File: config.mk
export PLATFORM = sky130hd
export DESIGN_NAME = display_sequencer
export DESIGN_NICKNAME = d
export VERILOG_FILES = /design/src/rtl/display_sequencer.sv
export SDC_FILE = /design/constraint.sdc
export NUM_CORES = 1
export LEC_CHECK = 0
export BUFFER_PORTS_ARGS = -buffer_cell sky130_fd_sc_hd__buf_2
export CAP_MARGIN = 25
export CORE_UTILIZATION = 25
export CTS_BUF_LIST = sky130_fd_sc_hd__clkbuf_4
export DETAILED_ROUTE_END_ITERATION = 12
export PLACE_DENSITY = 0.49
export SETUP_SLACK_MARGIN = 0.2
export SLEW_MARGIN = 10
export SYNTH_ARGS = -nofsm -noshare
export SYNTH_HDL_FRONTEND = slang
export SYNTH_SLANG_ARGS = --single-unit
File: constraint.sdc
create_clock -name i_clk -period 2.7 [get_ports i_clk]
set_input_delay 0.54 -clock i_clk [delete_from_list [all_inputs] [get_ports i_clk]]
set_output_delay 0.54 -clock i_clk [all_outputs]
set_load 0.02 [all_outputs]
File: src/rtl/display_sequencer.sv
// display_sequencer: screen-mode FSM (TITLE/COUNTDOWN/PLAY/OVER) and final pixel-colour mux
// aligned to the 1-cycle image-ROM latency; pixel_color is valid two cycles after (x,y).
module display_sequencer #(
    parameter int                        SCREEN_WIDTH     = 640,
    parameter int                        SCREEN_HEIGHT    = 480,
    parameter int                        BITS_PER_COLOR   = 12,
    parameter logic [BITS_PER_COLOR-1:0] BG_COLOR         = '0,
    parameter logic [7:0]                COUNTDOWN_FRAMES = 8'd180,
    parameter logic [7:0]                OVER_FRAMES      = 8'd120,
    parameter logic [7:0]                BLINK_FRAMES     = 8'd15
) (
    input  logic                      i_clk,
    input  logic                      i_resetn,
    input  logic [9:0]                i_x,
    input  logic [8:0]                i_y,
    input  logic                      i_frame_start,
    input  logic                      i_start_btn,
    input  logic                      i_game_over,
    input  logic                      i_inside_title,
    input  logic [BITS_PER_COLOR-1:0] i_title_data,
    input  logic                      i_game_valid,
    input  logic [BITS_PER_COLOR-1:0] i_game_data,
    output logic [1:0]                o_state,
    output logic                      o_title_en,
    output logic                      o_game_en,
    output logic [BITS_PER_COLOR-1:0] o_pixel_color
);
    localparam logic [1:0] S_TITLE = 2'd0;
    localparam logic [1:0] S_COUNT = 2'd1;
    localparam logic [1:0] S_PLAY  = 2'd2;
    localparam logic [1:0] S_OVER  = 2'd3;
    localparam logic [9:0] W_MAX   = 10'(SCREEN_WIDTH);
    localparam logic [8:0] H_MAX   = 9'(SCREEN_HEIGHT);
    localparam int         CW      = BITS_PER_COLOR / 3;

    logic [1:0]                r_state;
    logic [7:0]                r_frame_cnt;
    logic [7:0]                r_blink_cnt;
    logic                      r_blink;
    logic                      r_start_pend;
    logic                      r_over_pend;
    logic                      r_btn_q;
    logic                      r_title_en;
    logic                      r_game_en;
    logic                      r_inside_d;
    logic                      r_game_valid_d;
    logic                      r_active_d;
    logic [1:0]                r_state_d;
    logic                      r_title_en_d;
    logic [BITS_PER_COLOR-1:0] r_pixel;

    logic                      w_edge;
    logic [7:0]                w_cnt_inc;
    logic [7:0]                w_blink_inc;
    logic [1:0]                w_state_n;
    logic [7:0]                w_cnt_n;
    logic [7:0]                w_blink_cnt_n;
    logic                      w_blink_n;
    logic                      w_start_pend_n;
    logic                      w_over_pend_n;
    logic                      w_title_en_n;
    logic                      w_game_en_n;
    logic                      w_active;
    logic [BITS_PER_COLOR-1:0] w_half;
    logic [BITS_PER_COLOR-1:0] w_pixel_n;

    assign w_edge      = i_start_btn & ~r_btn_q;
    assign w_cnt_inc   = r_frame_cnt + 8'd1;
    assign w_blink_inc = r_blink_cnt + 8'd1;
    assign w_active    = (i_x < W_MAX) && (i_y < H_MAX);

    // Mode changes are confined to frame_start so a frame is never drawn in two modes.
    always_comb begin
        w_state_n      = r_state;
        w_cnt_n        = r_frame_cnt;
        w_blink_cnt_n  = r_blink_cnt;
        w_blink_n      = r_blink;
        w_start_pend_n = r_start_pend;
        w_over_pend_n  = r_over_pend;
        case (r_state)
            S_TITLE: begin
                if (i_frame_start && (r_start_pend || w_edge)) begin
                    w_state_n      = S_COUNT;
                    w_cnt_n        = 8'd0;
                    w_blink_cnt_n  = 8'd0;
                    w_blink_n      = 1'b1;
                    w_start_pend_n = 1'b0;
                end else if (w_edge) begin
                    w_start_pend_n = 1'b1;
                end
            end
            S_COUNT: begin
                if (i_frame_start) begin
                    w_state_n     = (w_cnt_inc == COUNTDOWN_FRAMES) ? S_PLAY : S_COUNT;
                    w_cnt_n       = (w_cnt_inc == COUNTDOWN_FRAMES) ? 8'd0 : w_cnt_inc;
                    w_blink_n     = (w_blink_inc == BLINK_FRAMES) ? ~r_blink : r_blink;
                    w_blink_cnt_n = (w_blink_inc == BLINK_FRAMES) ? 8'd0 : w_blink_inc;
                end
            end
            S_PLAY: begin
                if (i_frame_start && (r_over_pend || i_game_over)) begin
                    w_state_n     = S_OVER;
                    w_cnt_n       = 8'd0;
                    w_over_pend_n = 1'b0;
                end else if (i_game_over) begin
                    w_over_pend_n = 1'b1;
                end
            end
            default: begin
                if (i_frame_start) begin
                    w_state_n = (w_cnt_inc == OVER_FRAMES) ? S_TITLE : S_OVER;
                    w_cnt_n   = (w_cnt_inc == OVER_FRAMES) ? 8'd0 : w_cnt_inc;
                end
            end
        endcase
        w_title_en_n = (w_state_n == S_TITLE) || ((w_state_n == S_COUNT) && w_blink_n);
        w_game_en_n  = (w_state_n == S_PLAY);
    end

    // OVER dims the game layer: each channel halved independently.
    always_comb begin
        w_half = '0;
        for (int c = 0; c < 3; c++)
            w_half[c*CW +: CW] = i_game_data[c*CW +: CW] >> 1;
        w_pixel_n = !r_active_d                ? '0 :
                    (r_state_d == S_PLAY)      ? (r_game_valid_d ? i_game_data : BG_COLOR) :
                    (r_state_d == S_OVER)      ? (r_game_valid_d ? w_half : BG_COLOR) :
                    (r_title_en_d && r_inside_d) ? i_title_data : BG_COLOR;
    end

    always_ff @(posedge i_clk) begin
        if (!i_resetn) begin
            r_state        <= S_TITLE;
            r_frame_cnt    <= 8'd0;
            r_blink_cnt    <= 8'd0;
            r_blink        <= 1'b1;
            r_start_pend   <= 1'b0;
            r_over_pend    <= 1'b0;
            r_btn_q        <= 1'b1;
            r_title_en     <= 1'b1;
            r_game_en      <= 1'b0;
            r_inside_d     <= 1'b0;
            r_game_valid_d <= 1'b0;
            r_active_d     <= 1'b0;
            r_state_d      <= S_TITLE;
            r_title_en_d   <= 1'b0;
            r_pixel        <= '0;
        end else begin
            r_state        <= w_state_n;
            r_frame_cnt    <= w_cnt_n;
            r_blink_cnt    <= w_blink_cnt_n;
            r_blink        <= w_blink_n;
            r_start_pend   <= w_start_pend_n;
            r_over_pend    <= w_over_pend_n;
            r_btn_q        <= i_start_btn;
            r_title_en     <= w_title_en_n;
            r_game_en      <= w_game_en_n;
            r_inside_d     <= i_inside_title;
            r_game_valid_d <= i_game_valid;
            r_active_d     <= w_active;
            r_state_d      <= r_state;
            r_title_en_d   <= r_title_en;
            r_pixel        <= w_pixel_n;
        end
    end

    assign o_state       = r_state;
    assign o_title_en    = r_title_en;
    assign o_game_en     = r_game_en;
    assign o_pixel_color = r_pixel;
endmodule

# Yosys cells after proc, flatten, opt, wreduce, memory -nomap -nowiden
# Index checks and enable logic that the tools add are counted.
totals:
  inputBits: 50
  regBits: 42
op_classes:
  bitwise: 3
  n_mux: 30
  n_eq_ne: 12
  n_reduce_logical: 19
  n_addsub: 2
  n_lt_le_gt_ge: 2
op_table:
  columns: ["cell", "count"]
  rows:
  - ["8-bit 2-to-1 mux", 8]
  - ["12-bit 2-to-1 mux", 4]
  - ["8-bit one-hot mux with 3 select lines", 1]
  - ["8-bit by 1-bit adder with 8-bit output (second input constant)", 2]
  - ["8-bit one-hot mux with 2 select lines", 1]
  - ["2-bit 2-to-1 mux", 6]
  - ["11-bit 2-to-1 mux", 1]
  - ["10-bit less-than comparator (second input constant)", 1]
  - ["9-bit less-than comparator (second input constant)", 1]
  - ["2-bit == test (second input constant)", 4]
  - ["8-bit by 4-bit == test with 1-bit output (second input constant)", 1]
  - ["8-bit by 7-bit == test with 1-bit output (second input constant)", 1]
  - ["8-bit == test (second input constant)", 1]
  - ["1-bit 2-to-1 mux", 7]
  - ["2-bit != test (second input constant)", 3]
  - ["2-bit one-hot mux with 3 select lines", 1]
  - ["2-bit AND reduction", 3]
  - ["2-bit nonzero test", 3]
  - ["1-bit logical AND", 5]
  - ["2-bit by 1-bit == test with 1-bit output (second input constant)", 2]
  - ["2-bit logical NOT", 2]
  - ["4-bit AND reduction", 1]
  - ["1-bit logical OR", 3]
  - ["3-bit AND reduction", 1]
  - ["4 further kinds", 5]

# Longest topological paths before layout
# Gate-level depths: netlist of the first run.
depth:
  word_depth: 9
  mapped_depth: 7
  ltp_nobuf: 7

# Least setup slack after synthesis of the first run
# OpenSTA, ideal clock, no wires.
synth_path:
  kind: "reg-to-reg"
  startpoint: "register r_blink_cnt[0]"
  endpoint: "register r_blink_cnt[0]"
  n_path_buf: 0
  t_required_ps: 2585
  arrival_time_ps: 1515
  setup_slack_ps: 1070
  stages_incl_launch_ff: 7
  cell_sequence: "dfxtp_1 > ha_1 > nand3_2 > o21a_1 > o41ai_2 > o21ai_0 > and2_1"
synth_via:
  elab_chain_cells: 5
synth_rtl:
  columns: ["element", "line", "rtl"]
  rows:
  - ["start, declared", "38", "logic [7:0] r_blink_cnt;"]
  - ["start signal, assigned", "151", "r_blink_cnt <= w_blink_cnt_n;"]
  - ["8-bit by 1-bit adder with 8-bit output (*)", "69", "assign w_blink_inc = r_blink_cnt + 8'd1;"]
  - ["8-bit by 4-bit == test with 1-bit output", "97", "w_blink_cnt_n = (w_blink_inc == BLINK_FRAMES) ? 8'd0 : w_blink_inc;"]
  - ["8-bit 2-to-1 mux (*)", "97", null]
  - ["8-bit 2-to-1 mux (*)", "93", "if (i_frame_start) begin"]
  - ["8-bit one-hot mux with 2 select lines (*)", "80", "case (r_state)"]
# Every way passes the cells marked *; elsewhere a longest branch is shown, timed or not. The select of a mux whose other input is x is not followed.
# A chain may end at the register's enable or synchronous reset.

# Final worst setup path of the first run
layout_path:
  startpoint: "register r_blink_cnt[1]"
  endpoint: "register r_blink_cnt[0]"
layout_via:
  elab_chain_cells: 5
layout_rtl:
  columns: ["element", "line"]
  rows:
  - ["8-bit by 1-bit adder with 8-bit output", "69"]
  - ["8-bit by 4-bit == test with 1-bit output", "97"]
  - ["8-bit 2-to-1 mux", "97"]
  - ["8-bit 2-to-1 mux", "93"]
  - ["8-bit one-hot mux with 2 select lines", "80"]
# Every way passes these cells. The select of a mux whose other input is x is not followed.

==> results of run 1 <==
## critical path, cell delays in order (launching register included)
cell     delay (ns)
dfxtp_1        0.40
ha_1           0.17
nor4b_1        0.33
o21ai_0        0.19
o41ai_2        0.40
o21ai_0        0.14
and2_1         0.17
## per-layer routing
metal	up-vias	track usage, %	wire, um
met3	5	3.317	328
li1	932	-	-
met2	67	18.72	2068
met4	0	4.297	79
met5	-	0	0
met1	802	14.78	2348
## path summary, 6_finish.rpt
kind / to / slack [ns]
worst min register to register: r_title_en_d$_SDFF_PN0_ / 0.50
worst min-delay path: r_btn_q$_SDFF_PN1_ / 0.38
worst max register to register: r_blink_cnt[0]$_SDFFE_PN0P_ / 0.81
worst max-delay path: r_blink_cnt[0]$_SDFFE_PN0P_ / 0.81
## stage by stage
| stage | util, % | power (mW) | area, um^2 | cells |
|---|---|---|---|---|
| 6_report | 31.80 | 1.144 | 2470 | 381 |
| 5_1_grt | 31.80 | 1.206 | 2470 | 381 |
| 4_1_cts | 31.80 | 1.170 | 2470 | 381 |
| 3_5_place_dp | 30.73 | 0.7426 | 2387 | 373 |
| 3_3_place_gp | 30.73 | 0.7427 | 2387 | 373 |
| 2_1_floorplan | - | 0.6947 | 2023 | 225 |
## registers in the layout (all words and copies together), names as in the netlist, 2 cells and up
| name | count |
|---|---|
| o_pixel_color | 12 |
| r_blink_cnt | 8 |
| r_state_d | 2 |
| r_frame_cnt | 8 |
| o_state | 2 |
## power by group through the flow
| stage | Combinational (mW) | Clock (mW) | Sequential [mW] |
|---|---|---|---|
| after global placement | 0.0955 | 0 | 0.647 |
| after global routing | 0.105 | 0.465 | 0.635 |
| final | 0.0947 | 0.416 | 0.633 |
| after detailed placement | 0.0952 | 0 | 0.647 |
| after CTS | 0.0956 | 0.441 | 0.634 |
| after floorplan | 0.0482 | 0 | 0.646 |
## layout by cell type (no fill, tap or decap), types with 3 or more instances in the layout
cell type  instances
nor3b_1            3
a31oi_1            5
mux2_2             9
nor2b_1            3
and2_1             7
o21ai_0           14
a21o_1             3
nor3_1             5
nand2_1           13
o21a_1             3
a22oi_1           12
nor2_1            25
nand3_1            8
nand2b_1           3
a21oi_1            9
buf_2             53
o211ai_1           3
inv_1              6
dfxtp_1           42
clkbuf_4           6
ha_1               3
buf_4              3
## area by class of cell
type / count / area, um^2
sequential: 42 / 840.8
clock buffer: 6 / 45.04
inverter: 6 / 22.52
timing repair buffer: 56 / 287.8
tap: 102 / 127.6
fill: 850 / 5298
multi-input combinational: 167 / 1109
clock inverter: 2 / 37.54
## cells by family after synthesis
family	count (synthesis)	synth area share (%)
flops	42	41.56
compound gates	65	22.45
fa+ha+maj	3	1.855
simple gates	87	24.18
xor+xnor	3	1.299
mux	9	5.009
buf+inv	16	3.649
==> summary.txt, run 1 <==
Power and ir drop
  – PD cells: 463.3 mW/mm^2
  – Psw: 0.2651 mW
  – Int Pwr: 0.8792 mW
  – Comb pwr share: 8.3%
  – Peak VDD IR: 0.1676 mV
  – Seq pwr share: 55.4%
  – P_leak: 0.9836 nW
  – Clock power frac: 36.4%
  – Fraction of power spent switching nets: 23.17%

Routing
  – Via/cell ratio: 4.740
  – Initial drt markers: 50
  – DRT Pass-1 Iters: 4
  – DRT antenna net count: 0
  – DRC Markers: 0
  – Via count: 1806
  – Post-Route WL: 4824 um
  – Wire per inst: 12.66 um

Placed design
  – Place WS: 0.7944 ns
  – Port Buffers: 53
  – DPL Wire Length: 3575 um
  – RePlAce Congestion: 0.7664

Min path
  – Hold path startpoint: i_start_btn
  – Worst hold path type: in -> reg
  – Hold Path Stages: 2

Yosys
  – Synth cell types: 53
  – Avg Inst Size Synth: 8.992 um^2
  – Yosys reg bits: 42
  – Syn_nets: 278
  – Synth Instances: 225
  – Cell taking the most area after synthesis: dfxtp_1
  – Post-synth ARST share: 0%
  – Mapped Area: 0.002023 mm^2
  – Synth top cells by count: dfxtp_1 (42), nor2_1 (25), o21ai_0 (14)
  – Synth warn: 0
  – Count leader, synth: dfxtp_1
  – EDFF count, synth: 0
  – Register area share after synthesis: 41.56%
  – Share of the synthesized area in the top cell type: 41.56%
  – Top cells by area, synth: dfxtp_1 (42%), mux2_2 (5.0%), nor2_1 (4.6%), a22oi_1 (4.5%), o21ai_0 (3.5%)
  – Top_reg_cell synth: dfxtp_1

Global route
  – Maximum number of pins on one net before global-route repair: 17
  – Antenna violations before repair: 0
  – Total track usage: 11.66%
  – Vias in the first global route: 1608
  – Remaining Overflow, GRT: 0
  – Global-route wire length before repair: 7783 um

STA
  – Fin worst setup slack: 0.8083 ns
  – Post-layout min period: 1.892 ns
  – Max-slew violations: 0
  – Setup TNS: 0 ns
  – Final hold violation count: 0
  – WHS: 0.3829 ns
  – Clock Skews: 0.007235 ns
  – Slew @ Worst Pin: 0.7869 ns
  – Tcrit/Tclk final: 70.06%
  – Slew HR: 47.35%
  – Finish-stage setup viols: 0
  – RSZ-0062 raised after global routing: false
  – Highest Clock Rate: 0.5286 GHz

Job
  – Max_cap viols: 0

Layout
  – # diodes: 0
  – P&R area growth vs syn: 22.08%
  – Nets: 331
  – Layout cells sized above 1: 31.54%

Floorplan
  – Die Area: 0.008457 mm^2
  – Top Ports: 66
  – Initial Utilization: 26.05%
  – Die width: 91.96 um
  – Row count: 32
  – Placeable Area: 0.007767 mm^2
  – Die H: 91.96 um

Clocking
  – H-Tree Depth: 2
  – Bufs on Longest Clock Path: 2
  – Clock root cell: clkbuf_4
  – Clock Pin Slew Worst Setup and Hold Paths: 0.12 ns
  – Cts repair resizes: 0
  – Post-CTS setup buffers: 0
  – Cts bufs inserted: 5
  – Clk_lat worst skew: 0.35 ns
  – CTS tree: done
  – Clock sink count: 42
  – CTS hold repair buffers: 0

Critical path
  – Worst Path Required: 2.95 ns
  – Crit end category: flip-flop
  – Crit Path Class: reg -> reg
  – FF-to-FF path depth: 6
  – Crit path from: r_blink_cnt[1]$_SDFFE_PN0P_
  – Critical path fanouts, max: 4
  – Data arrival, critical path: 2.14 ns
  – Worst setup SP type: flip-flop
  – RR Startpoint: r_blink_cnt[1]$_SDFFE_PN0P_

Status
  – Status: finished, final reports clean
No activity file was read; power rests on OpenSTA's default activity.
==> run 2, diff against run 1 <==
- ABC_AREA: default -> 1
- clock period: 2.7 -> 1.9 ns (I/O delays scaled with it)
==> run 2 against run 1 <==
- flip-flop and latch count is the same
- maximum frequency grew 15%
- global-route usage grew 1.2 points
- sequential power grew 42%
- via count grew 25%
- count of clock-buffer cells in the layout grew 1
- setup slack lost 0.55 ns
- cell area grew 17%
- utilization grew 3.0 points
- first-iteration DRC count grew 58%
- final cell count grew 30%
- total power grew 43%
- critical path type unchanged
- largest power group unchanged
- highest routed layer unchanged
==> summary.txt, run 2 <==
STA
  – Final hold violation count: 0 (unchanged)
  – RSZ-0062 raised after global routing: true (was false)
  – Max-slew violations: 0 (unchanged)
  – Post-layout min period: 1.640 ns (was 1.892 ns)
  – Setup TNS: 0 ns (unchanged)
  – Tcrit/Tclk final: 86.31% (was 70.06%)
  – Highest Clock Rate: 0.6098 GHz (was 0.5286 GHz)
  – Slew HR: 56.41% (was 47.35%)
  – Finish-stage setup viols: 0 (unchanged)
  – Slew @ Worst Pin: 0.6530 ns (was 0.7869 ns)
  – Clock Skews: 0.006578 ns (was 0.007235 ns)

Layout
  – Leading cell type in the layout, fill and taps excluded: nand2_1 (was buf_2)
  – Nets: 444 (was 331)
  – Fin area: 0.002892 mm^2 (was 0.002470 mm^2)
  – Layout Utilization: 34.84% (was 31.80%)
  – Fin cells: 497 (was 381)
  – Layout cells sized above 1: 32.91% (was 31.54%)
  – Multi-input logic area: 0.001276 mm^2 (was 0.001109 mm^2)
  – Most frequent cells in the layout: nand2_1 (87), buf_2 (53), inv_1 (43) (was buf_2 (53), dfxtp_1 (42), nor2_1 (25))
  – Register area: 865.8 um^2 (was 840.8 um^2)
  – Max reg flops: 12 (unchanged)
  – Fill cell count: 902 (was 850)
  – P&R area growth vs syn: 33.82% (was 22.08%)
  – # diodes: 0 (unchanged)

Global route
  – Maximum number of pins on one net before global-route repair: 22 (was 17)
  – Remaining Overflow, GRT: 0 (unchanged)
  – Total track usage: 12.84% (was 11.66%)
  – Global-route wire length before repair: 9094 um (was 7783 um)
  – Antenna violations before repair: 0 (unchanged)
  – Vias in the first global route: 2052 (was 1608)

Routing
  – Wire per inst: 11.29 um (was 12.66 um)
  – DRT Pass-1 Iters: 4 (unchanged)
  – DRT met1 WL: 2572 um (was 2348 um)
  – Post-Route WL: 5610 um (was 4824 um)
  – Highest routed layer: met4 (unchanged)
  – Via/cell ratio: 4.525 (was 4.740)
  – DRC Markers: 0 (unchanged)
  – Initial drt markers: 79 (was 50)
  – Routed met3 length: 332 um (was 328 um)
  – Via count: 2249 (was 1806)
  – DR WL met2: 2638 um (was 2068 um)
  – DRT antenna net count: 0 (unchanged)

Yosys
  – Cell taking the most area after synthesis: dfxtp_1 (unchanged)
  – Syn_nets: 382 (was 278)
  – Top cells by area, synth: dfxtp_1 (39%), nand2_1 (17%), nand3_1 (12%), inv_1 (8.0%), a21oi_1 (3.7%) (was dfxtp_1 (42%), mux2_2 (5.0%), nor2_1 (4.6%), a22oi_1 (4.5%), o21ai_0 (3.5%))
  – Top_reg_cell synth: dfxtp_1 (unchanged)
  – Synth Instances: 329 (was 225)
  – Mapped Area: 0.002161 mm^2 (was 0.002023 mm^2)
  – Share of the synthesized area in the top cell type: 38.91% (was 41.56%)
  – Count leader, synth: nand2_1 (was dfxtp_1)
  – Register area share after synthesis: 38.91% (was 41.56%)
  – Synth warn: 0 (unchanged)
  – Synth top cells by count: nand2_1 (96), nand3_1 (50), inv_1 (46) (was dfxtp_1 (42), nor2_1 (25), o21ai_0 (14))
  – Yosys reg bits: 42 (unchanged)
  – EDFF count, synth: 0 (unchanged)
  – Avg Inst Size Synth: 6.568 um^2 (was 8.992 um^2)
  – Post-synth ARST share: 0% (unchanged)
  – Synth cell types: 30 (was 53)

Critical path
  – Reg2reg setup slack: 0.26 ns (was 0.81 ns)
  – Critical-path cell list: ha_4 > nand3_4 > nor2_2 > nand2_2 > nand2_2 > nand2_2 > nor3_2 > nand4_1 > nand2_1 > nor3b_2 (was ha_1 > nor4b_1 > o21ai_0 > o41ai_2 > o21ai_0 > and2_1)
  – Critical Path Max Stage Delay: 0.39 ns (was 0.40 ns)
  – End point of the critical path: o_game_en$_SDFF_PN0_ (was r_blink_cnt[0]$_SDFFE_PN0P_)
  – Crit path top cell by count: nand2_2 (was o21ai_0)
  – Crit path from: r_frame_cnt[1]$_SDFFE_PN0P_ (was r_blink_cnt[1]$_SDFFE_PN0P_)
  – Slowest library cell on the worst path: dfxtp_4 (was dfxtp_1)
  – Data arrival, critical path: 1.92 ns (was 2.14 ns)
  – Worst Path Required: 2.18 ns (was 2.95 ns)
  – FF-to-FF path depth: 10 (was 6)
  – Crit Path Class: reg -> reg (unchanged)
  – Critical path fanouts, max: 3 (was 4)
  – Worst setup SP type: flip-flop (unchanged)
  – Crit end category: flip-flop (unchanged)
  – Crit Reg-Reg Endpoint: o_game_en$_SDFF_PN0_ (was r_blink_cnt[0]$_SDFFE_PN0P_)
  – RR Startpoint: r_frame_cnt[1]$_SDFFE_PN0P_ (was r_blink_cnt[1]$_SDFFE_PN0P_)

Placed design
  – Port Buffers: 53 (unchanged)
  – DPL Wire Length: 4081 um (was 3575 um)
  – RePlAce Congestion: 0.8089 (was 0.7664)
  – Placed Area: 0.002564 mm^2 (was 0.002387 mm^2)
  – Placed Cells incl. Taps: 484 (was 373)

Power and ir drop
  – Power, Total: 1.634 mW (was 1.144 mW)
  – P_leak: 1.272 nW (was 0.9836 nW)
  – PD cells: 565.2 mW/mm^2 (was 463.3 mW/mm^2)
  – Peak VDD IR: 0.2053 mV (was 0.1676 mV)

Floorplan
  – Row count: 33 (was 32)
  – Initial Utilization: 26.04% (was 26.05%)
  – Die H: 94.97 um (was 91.96 um)
  – Placeable Area: 0.008299 mm^2 (was 0.007767 mm^2)
  – Die width: 94.97 um (was 91.96 um)
  – Die Area: 0.009019 mm^2 (was 0.008457 mm^2)
  – Top Ports: 66 (unchanged)

Min path
  – Hold Path Stages: 2 (unchanged)
  – Worst hold path type: in -> reg (unchanged)

Clocking
  – CTS hold repair buffers: 0 (unchanged)
  – Cts bufs inserted: 5 (unchanged)
  – H-Tree Depth: 2 (unchanged)
  – Clock root cell: clkbuf_4 (unchanged)
  – CTS tree: done (unchanged)
  – Clock sink count: 42 (unchanged)
  – Clock Pin Slew Worst Setup and Hold Paths: 0.12 ns (about the same)
  – Bufs on Longest Clock Path: 2 (unchanged)
  – Clk_lat worst skew: 0.35 ns (about the same)

Status
  – Status: finished, final reports clean (unchanged)

Job
  – Max_cap viols: 0 (unchanged)
[run 2: cells by family (layout without fill, tap and decap cells)]
logic type | after synthesis | after routing | share of synthesized area, %
AND/OR/NAND/NOR | 190 | 190 | 39.55
buffers and inverters | 57 | 120 | 10.13
XOR/XNOR | 1 | 1 | 0.4054
flip-flops | 42 | 42 | 38.91
AO/OA/AOI/OAI | 36 | 36 | 9.265
adder cells (fa/ha/maj) | 3 | 3 | 1.737
[run 2: worst min-delay path by stage]
stage,from,endpoint,slack [ns]
6_report,i_y[7],r_active_d$_SDFF_PN0_,0.21
5_1_grt,i_game_valid,r_game_valid_d$_SDFF_PN0_,0.20
4_1_cts,i_y[7],r_active_d$_SDFF_PN0_,0.19
3_5_place_dp,o_title_en$_SDFF_PN1_,r_title_en_d$_SDFF_PN0_,0.45
3_3_place_gp,o_title_en$_SDFF_PN1_,r_title_en_d$_SDFF_PN0_,0.45
2_1_floorplan,r_blink_cnt[7]$_SDFFE_PN0P_,r_blink_cnt[7]$_SDFFE_PN0P_,0.45
[run 2: metal layers]
metal / vias to the layer above / global-route usage [%]
li1: 1183 / -
met1: 1006 / 15.78
met2: 54 / 21.58
met3: 6 / 3.382
met4: 0 / 4.293
met5: - / 0
[run 2: critical path: cells and delay by family (launching register included)]
family | cells | cell delay [ns]
flip-flops | 1 | 0.39
AND/OR/NAND/NOR | 9 | 1.03
adder cells (fa/ha/maj) | 1 | 0.16
[run 2: report_power, final]
group | leakage, nW | internal [mW] | switching (mW)
clock | 0.0463 | 0.308 | 0.291
sequential | 0.348 | 0.888 | 0.0140
combinational | 0.878 | 0.0528 | 0.0806
total | 1.27 | 1.25 | 0.385
[run 2: area by class of cell]
type,instances,share of cell area [%]
repair buffers,64,12.29
well taps,105,4.543
clock buffers,7,1.817
inverters,48,6.231
clock inverters,1,1.039
flip-flops and latches,42,29.94
multi-input cells,230,44.14
[run 2: what timing repair did]
action	CTS	global route
setup buffers	1	4
pin swaps	0	24
gates cloned	0	0
resized for setup	5	56
setup endpoints to repair	11	19
[run 2: stage by stage]
stage | setup slack [ns] | hold WS [ns]
6_report | 0.2601 | 0.2106
5_1_grt | 0.1445 | 0.1969
4_1_cts | 0.1969 | 0.1944
3_5_place_dp | 0.1209 | 0.4546
3_3_place_gp | 0.1387 | 0.4504
2_1_floorplan | 0.3698 | 0.4542
